<file path="src/rtl/ov7670_sccb_pkg.sv">
// Shared constants, FSM encoding and pin decode for the OV7670 SCCB init sequencer.
// OV7670_SOFT_RESET_EN adds the COM7 soft-reset states to the FSM.
package ov7670_sccb_pkg;
  localparam logic [7:0]  SCCB_WR_ID = 8'h42;
  localparam logic [15:0] SCCB_END   = 16'hFFFF;
  localparam logic [7:0]  COM7_ADDR  = 8'h12;
  localparam logic [7:0]  COM7_RESET = 8'h80;

  typedef enum logic [3:0] {
    IDLE, FETCH, START, BYTE, STOP, GAP, DONE
`ifdef OV7670_SOFT_RESET_EN
    , RST_WR, RST_WAIT
`endif
  } state_t;

  // {scl, sda} for a given state and quarter; b is the current data bit.
  function automatic logic [1:0] bus_pins(state_t st, logic [1:0] q, logic b);
    case (st)
      START:   bus_pins = (q == 2'd0) ? 2'b11 : (q == 2'd3) ? 2'b00 : 2'b10;
      BYTE:    bus_pins = {q[1], b};
      STOP:    bus_pins = (q == 2'd0) ? 2'b00 : (q == 2'd1) ? 2'b10 : 2'b11;
      default: bus_pins = 2'b11;
    endcase
  endfunction
endpackage

</file>
<file path="src/rtl/ov7670_sccb_init_if.sv">
// Control/status and SCCB pin bundle of the OV7670 init sequencer.
interface ov7670_sccb_init_if;
  logic       start;
  logic       busy;
  logic       done;
  logic [7:0] entry_idx;
  logic       scl;
  logic       sda;

  modport master (input start, output busy, done, entry_idx, scl, sda);
  modport slave  (output start, input busy, done, entry_idx, scl, sda);
endinterface

</file>
<file path="src/rtl/ov7670_reg_rom.sv">
// Combinational register table: {reg_addr, data} per entry, terminated by SCCB_END.
// ROM_SEL 0 is the camera list; 1 and 2 are short bring-up tables.
module ov7670_reg_rom
  import ov7670_sccb_pkg::*;
#(
  parameter int ROM_SEL = 0
) (
  input  logic [7:0]  idx,
  output logic [15:0] word
);
  always_comb begin
    word = SCCB_END;
    case (ROM_SEL)
      1: case (idx)
           8'd0:    word = 16'h1204;
           8'd1:    word = 16'h40D0;
           default: ;
         endcase
      2: ;
      default: case (idx)
           8'd0:    word = 16'h1204;  // COM7: RGB output
           8'd1:    word = 16'h40D0;  // COM15: RGB565, full range
           8'd2:    word = 16'h3A04;  // TSLB
           8'd3:    word = 16'h8C00;  // RGB444 off
           8'd4:    word = 16'h1101;  // CLKRC prescale
           8'd5:    word = 16'h0C00;  // COM3
           8'd6:    word = 16'h3E00;  // COM14
           default: ;
         endcase
    endcase
  end
endmodule

</file>
<file path="src/rtl/ov7670_sccb_init.sv">
// SCCB power-up sequencer for the OV7670: one START/ID/addr/data/STOP/GAP write per ROM entry.
// Define OV7670_SOFT_RESET_EN to precede the table with a COM7 soft reset and a settle wait.
module ov7670_sccb_init
  import ov7670_sccb_pkg::*;
#(
  parameter int QTR_CYC      = 250,
  parameter int GAP_QTRS     = 4,
  parameter int RST_WAIT_CYC = 100_000,
  parameter int ROM_SEL      = 0
) (
  input logic                clk,
  input logic                reset,
  ov7670_sccb_init_if.master bus
);
  localparam int QW = $clog2(QTR_CYC);

  state_t        state, state_d;
  logic [QW-1:0] qcnt, qcnt_d;
  logic [7:0]    qidx, qidx_d, entry, entry_d, byte_val;
  logic [3:0]    bit_cnt, bit_d;
  logic [1:0]    byte_cnt, byte_d, pins, pins_d;
  logic [15:0]   word, word_d, rom_word;
  logic          busy, busy_d, done, done_d, qtick, last_q, bit_val;
`ifdef OV7670_SOFT_RESET_EN
  localparam int WW = $clog2(RST_WAIT_CYC + 1);
  logic          rst_phase, rst_phase_d;
  logic [WW-1:0] wcnt, wcnt_d;
`endif

  ov7670_reg_rom #(.ROM_SEL(ROM_SEL)) u_rom (.idx(entry), .word(rom_word));

  assign qtick  = (qcnt == QW'(QTR_CYC - 1));
  assign last_q = (qidx == ((state == GAP) ? 8'(GAP_QTRS - 1) : 8'd3));

  always_comb begin
    state_d = state;
    qcnt_d  = '0;
    qidx_d  = qidx;
    bit_d   = bit_cnt;
    byte_d  = byte_cnt;
    word_d  = word;
    entry_d = entry;
    done_d  = done;
`ifdef OV7670_SOFT_RESET_EN
    rst_phase_d = rst_phase;
    wcnt_d      = '0;
`endif
    if (state inside {START, BYTE, STOP, GAP}) begin
      qcnt_d = qtick ? '0 : qcnt + QW'(1);
      if (qtick) qidx_d = last_q ? 8'd0 : qidx + 8'd1;
    end
    case (state)
      IDLE: if (bus.start) begin
        entry_d = '0;
        done_d  = 1'b0;
`ifdef OV7670_SOFT_RESET_EN
        state_d = RST_WR;
`else
        state_d = FETCH;
`endif
      end
      FETCH: begin
        word_d  = rom_word;
        qidx_d  = '0;
        state_d = (rom_word == SCCB_END) ? DONE : START;
      end
      START: if (qtick && last_q) begin
        bit_d   = '0;
        byte_d  = '0;
        state_d = BYTE;
      end
      BYTE: if (qtick && last_q) begin
        if (bit_cnt == 4'd8) begin
          bit_d = '0;
          if (byte_cnt == 2'd2) state_d = STOP;
          else                  byte_d  = byte_cnt + 2'd1;
        end else begin
          bit_d = bit_cnt + 4'd1;
        end
      end
      STOP: if (qtick && last_q) state_d = GAP;
      GAP: if (qtick && last_q) begin
`ifdef OV7670_SOFT_RESET_EN
        if (rst_phase) begin
          rst_phase_d = 1'b0;
          state_d     = RST_WAIT;
        end else
`endif
        // entry 255 is the last slot: no wrap back to 0
        if (entry == 8'hFF) state_d = DONE;
        else begin
          entry_d = entry + 8'd1;
          state_d = FETCH;
        end
      end
      DONE: begin
        done_d  = 1'b1;
        state_d = IDLE;
      end
`ifdef OV7670_SOFT_RESET_EN
      RST_WR: begin
        word_d      = {COM7_ADDR, COM7_RESET};
        rst_phase_d = 1'b1;
        qidx_d      = '0;
        state_d     = START;
      end
      RST_WAIT: begin
        if (wcnt == WW'(RST_WAIT_CYC - 1)) state_d = FETCH;
        else                               wcnt_d  = wcnt + WW'(1);
      end
`endif
      default: state_d = IDLE;
    endcase
  end

  // Pins are registered from the next-state view so they line up with the state register.
  always_comb begin
    case (byte_d)
      2'd0:    byte_val = SCCB_WR_ID;
      2'd1:    byte_val = word_d[15:8];
      default: byte_val = word_d[7:0];
    endcase
    bit_val = (bit_d == 4'd8) ? 1'b1 : byte_val[3'd7 - bit_d[2:0]];
    pins_d  = bus_pins(state_d, qidx_d[1:0], bit_val);
    busy_d  = (state_d != IDLE);
  end

  always_ff @(posedge clk or negedge reset) begin
    if (!reset) begin
      state    <= IDLE;
      qcnt     <= '0;
      qidx     <= '0;
      bit_cnt  <= '0;
      byte_cnt <= '0;
      word     <= '0;
      entry    <= '0;
      busy     <= 1'b0;
      done     <= 1'b0;
      pins     <= 2'b11;
`ifdef OV7670_SOFT_RESET_EN
      rst_phase <= 1'b0;
      wcnt      <= '0;
`endif
    end else begin
      state    <= state_d;
      qcnt     <= qcnt_d;
      qidx     <= qidx_d;
      bit_cnt  <= bit_d;
      byte_cnt <= byte_d;
      word     <= word_d;
      entry    <= entry_d;
      busy     <= busy_d;
      done     <= done_d;
      pins     <= pins_d;
`ifdef OV7670_SOFT_RESET_EN
      rst_phase <= rst_phase_d;
      wcnt      <= wcnt_d;
`endif
    end
  end

  assign bus.scl       = pins[1];
  assign bus.sda       = pins[0];
  assign bus.busy      = busy;
  assign bus.done      = done;
  assign bus.entry_idx = entry;
endmodule

</file>
<file path="src/flat_wrapper.sv">
// flat-port wrapper written by rule: the top's interface ports become plain ports
module ov7670_sccb_init_flat import ov7670_sccb_pkg::*;
#(
  parameter int QTR_CYC      = 250,
  parameter int GAP_QTRS     = 4,
  parameter int RST_WAIT_CYC = 100_000,
  parameter int ROM_SEL      = 0
)
  (clk, reset, bus_start, bus_busy, bus_done, bus_entry_idx, bus_scl, bus_sda);
  ov7670_sccb_init_if bus_i ();
  input logic clk;
  input logic reset;
  input wire logic [$bits(bus_i.start)-1:0] bus_start;
  output wire logic [$bits(bus_i.busy)-1:0] bus_busy;
  output wire logic [$bits(bus_i.done)-1:0] bus_done;
  output wire logic [$bits(bus_i.entry_idx)-1:0] bus_entry_idx;
  output wire logic [$bits(bus_i.scl)-1:0] bus_scl;
  output wire logic [$bits(bus_i.sda)-1:0] bus_sda;
  assign bus_i.start = bus_start;
  assign bus_busy = bus_i.busy;
  assign bus_done = bus_i.done;
  assign bus_entry_idx = bus_i.entry_idx;
  assign bus_scl = bus_i.scl;
  assign bus_sda = bus_i.sda;
  ov7670_sccb_init #(.QTR_CYC(QTR_CYC), .GAP_QTRS(GAP_QTRS), .RST_WAIT_CYC(RST_WAIT_CYC), .ROM_SEL(ROM_SEL)) u_core (.clk(clk), .reset(reset), .bus(bus_i));
endmodule
</file>
<file path="config.mk">
export PLATFORM = sky130hd
export DESIGN_NAME = ov7670_sccb_init_flat
export DESIGN_NICKNAME = d
export VERILOG_FILES = /design/src/rtl/ov7670_sccb_pkg.sv /design/src/rtl/ov7670_sccb_init_if.sv /design/src/rtl/ov7670_reg_rom.sv /design/src/rtl/ov7670_sccb_init.sv /design/src/flat_wrapper.sv
export SDC_FILE = /design/constraint.sdc
export NUM_CORES = 1
export LEC_CHECK = 0
export BUFFER_PORTS_ARGS = -buffer_cell sky130_fd_sc_hd__buf_4
export CAP_MARGIN = 10
export CORE_MARGIN = 8
export CORE_UTILIZATION = 60
export CTS_CLUSTER_SIZE = 16
export DETAILED_ROUTE_END_ITERATION = 8
export MAX_ROUTING_LAYER = met4
export PLACE_DENSITY = 0.79
export SLEW_MARGIN = 5
export SYNTH_ARGS = -nofsm -noshare
export SYNTH_HDL_FRONTEND = slang
export SYNTH_SLANG_ARGS = --single-unit
</file>
<file path="constraint.sdc">
create_clock -name clk -period 3.1 [get_ports clk]
set_clock_uncertainty 0.1 [all_clocks]
set_input_delay 0.31 -clock clk [delete_from_list [all_inputs] [get_ports clk]]
set_output_delay 0.31 -clock clk [all_outputs]
set_load 0.05 [all_outputs]
</file>
==> flow_summary.yaml <==
timing:
  slew_headroom_pct: 53.2
  final_hold_viol_count: 0
  fmax_mhz: 339
  rsz0062_at_grt: "no"
  worstMarginPinSlew_ns: 0.696
  fin_crit_sh_pct: 95.1
  setup_tns_ns: 0
  setup_viol: 0
  layout_min_cycle_time_ns: 2.95
  drv_slew: 0
synthesis:
  synth_most_common_cell: "nor2_1"
  yosysUniqueCellTypes: 64
  synthTopCellsByArea: "dfrtp_1 42%, nor2_1 6.5%, ha_1 4.4%, nand2_1 3.8%, nand3_1 3.7%"
  synth_ff_type: "dfrtp_1"
  async_reset_ff_share_pct: 100
  netlist_area_mm2: 0.00312
  syn_inst: 341
  synth-seq-area-share_pct: 43.3
  avgSynthCellArea_um2: 9.16
  synth.net_count: 355
  yosysWarningCount: 0
  yosysTopAreaCellShare_pct: 41.6
  synth_enable_flop_cells: 0
  ys_top_cells_by_count: "54 x nor2_1, 52 x dfrtp_1, 32 x nand2_1"
  synth.largest_area_cell: "dfrtp_1"
  yosys_register_bits: 54
die:
  rows: 26
  ioPinCount: 15
  die_area_mm2: 0.00777
  die_h_um: 88.2
  core_mm2: 0.00507
  die_x_um: 88.2
  start_util_pct: 61.6
clock_tree:
  clk_pin_slew_ns: 0.10
  cts_root_buf: "clkbuf_8"
  tritoncts: "built"
  clkSinkCount: 54
  clock_path_buffers: 2
  numCtsBuffers: 5
  htree_levels: 2
  cts_setup_buffers: 0
  clk_latency_ns: 0.31
critical_path:
  rrSetupSlack_ns: 0.15
  critPathArrivalTime_ns: 3.08
  crit_path_end_kind: "flop"
  r2r_cells: 8
  cp_data_required_time_ns: 3.23
  startpoint_type: "flop"
  crit_type: "reg2reg"
  path_max_fanout: 11
  worstReg2RegEnd: "u_core.pins[0]"
  r2r-start: "u_core.bus.entry_idx[4]"
  cp-endpoint: "u_core.pins[0]"
  crit_start: "u_core.bus.entry_idx[4]"
route:
  drt-initial-drc-count: 157
  drtPass1Iterations: 4
  drt-total-wl_mm: 6.45
  drc_errors: 0
  detail_route.wl_per_cell_um: 15.0
  num_vias: 2462
  postRouteAntennaNets: 0
  avgViaCountPerCell: 5.74
final_layout:
  drive_gt1_share_pct: 15.3
  fillers: 437
  multi_input_area_mm2: 0.00159
  final_cells: 429
  regArea_mm2: 0.00135
  syn_to_final_growth_pct: 8.01
  fin_area_mm2: 0.00337
  antenna_cells: 0
  nets: 372
place:
  dp.cells: 420
  placed_cell_area_mm2: 0.00327
  numPortBuffers: 14
  hpwl_mm: 4.69
  gp_congestion: 0.884
pwr:
  p_per_area_mw_per_mm2: 432
  leakage_nw: 1.42
  peakVddDrop_v: 0.000250
run:
  drv_cap: 0
global_route:
  grt_start_max_net_pins: 55
  grt_pass1_wl_mm: 11.1
  grt_pass1_vias: 2375
  antenna_found_initial: 0
  overflow: 0
  track_usage_pct: 18.8
hold_path:
  hold_class: "in2reg"
run_status:
  status: "finished clean"
stage by stage:
stage / setup slack [ns] / hold slack, ns / utilization (%) / total power, mW
after floorplan: 0.232 / -0.0856 / - / 0.999
after global placement: 0.273 / 0.285 / 64.4 / 1.06
after detailed placement: 0.221 / 0.300 / 64.4 / 1.07
after CTS: 0.182 / 0.274 / 66.4 / 1.47
after global routing: 0.0105 / 0.312 / 66.5 / 1.54
final: 0.152 / 0.278 / 66.5 / 1.46
flip-flops by register name, summed over array words and instances (netlist names):
signal / count
u_core.bus.done: 1
u_core.byte_cnt: 2
u_core.word: 16
u_core.bus.busy: 1
u_core.qcnt: 8
u_core.bus.entry_idx: 8
u_core.state: 4
u_core.qidx: 8
u_core.pins: 2
u_core.bit_cnt: 4
layout make-up:
| type | count | area share [%] |
|---|---|---|
| Timing Repair Buffer | 23 | 5.19 |
| Clock buffer | 7 | 2.56 |
| Multi-Input combinational cell | 256 | 47.2 |
| Inverter | 18 | 2.15 |
| Tap cell | 70 | 2.60 |
| Sequential cell | 54 | 40.1 |
| Clock inverter | 1 | 0.148 |
worst max-delay path, cell delays in order, from the launching register on:
cell and delay, ns:
dfrtp_1 0.45, or4_4 0.55, a311o_1 0.43, nor2_2 0.36, a21oi_1 0.14, o311ai_0 0.38, o211a_1 0.23, o31a_1 0.15
o32ai_2 0.08
layout by cell type (no fill, tap or decap), types with 9 or more instances in the layout:
cell type	instances
o21ai_0	21
inv_1	15
a21oi_1	16
buf_4	22
nor2_1	54
nand2_1	32
nor3_1	9
ha_1	11
nand3_1	23
dfrtp_1	52
power by group:
part / internal (mW) / leakage [nW] / switching (mW)
Sequential: 0.796 / 0.693 / 0.0368
Clock: 0.181 / 0.0482 / 0.225
Combinational: 0.0776 / 0.675 / 0.142
cells by family after synthesis:
kind of cell    share of synthesized area, %
mux                                     1.52
fa+ha+maj                               4.41
compound gates                          15.8
xor+xnor                                3.64
other cells                            0.120
simple gates                            25.4
buf+inv                                 5.85
flops                                   43.3
routing by layer:
metal | global-route usage [%] | wire length (um) | vias up | share of wire, %
met2 | 29.9 | 3010 | 61 | 47
met1 | 23.0 | 3020 | 1166 | 47
met5 | - | 0 | - | 0
li1 | - | - | 1221 | -
met4 | 7.22 | 140 | 0 | 2.2
met3 | 3.85 | 281 | 14 | 4.4
timing repair:
item | CTS | global route
setup endpoints to repair | 0 | 1
hold buffers | 1 | 0
endpoints found under the hold margin | 52 | 0
resized for setup | 0 | 1
worst min-delay path by stage:
stage               startpoint                end  cells past startpoint
CTS                  bus_start    u_core.bus.done                      4
floorplan                reset  u_core.bit_cnt[0]                      0
finish               bus_start    u_core.bus.done                      4
detailed placement       reset     u_core.qcnt[5]                      1
global placement         reset     u_core.qcnt[5]                      1
global route         bus_start    u_core.bus.done                      4
(Power assumes the default switching activity.)
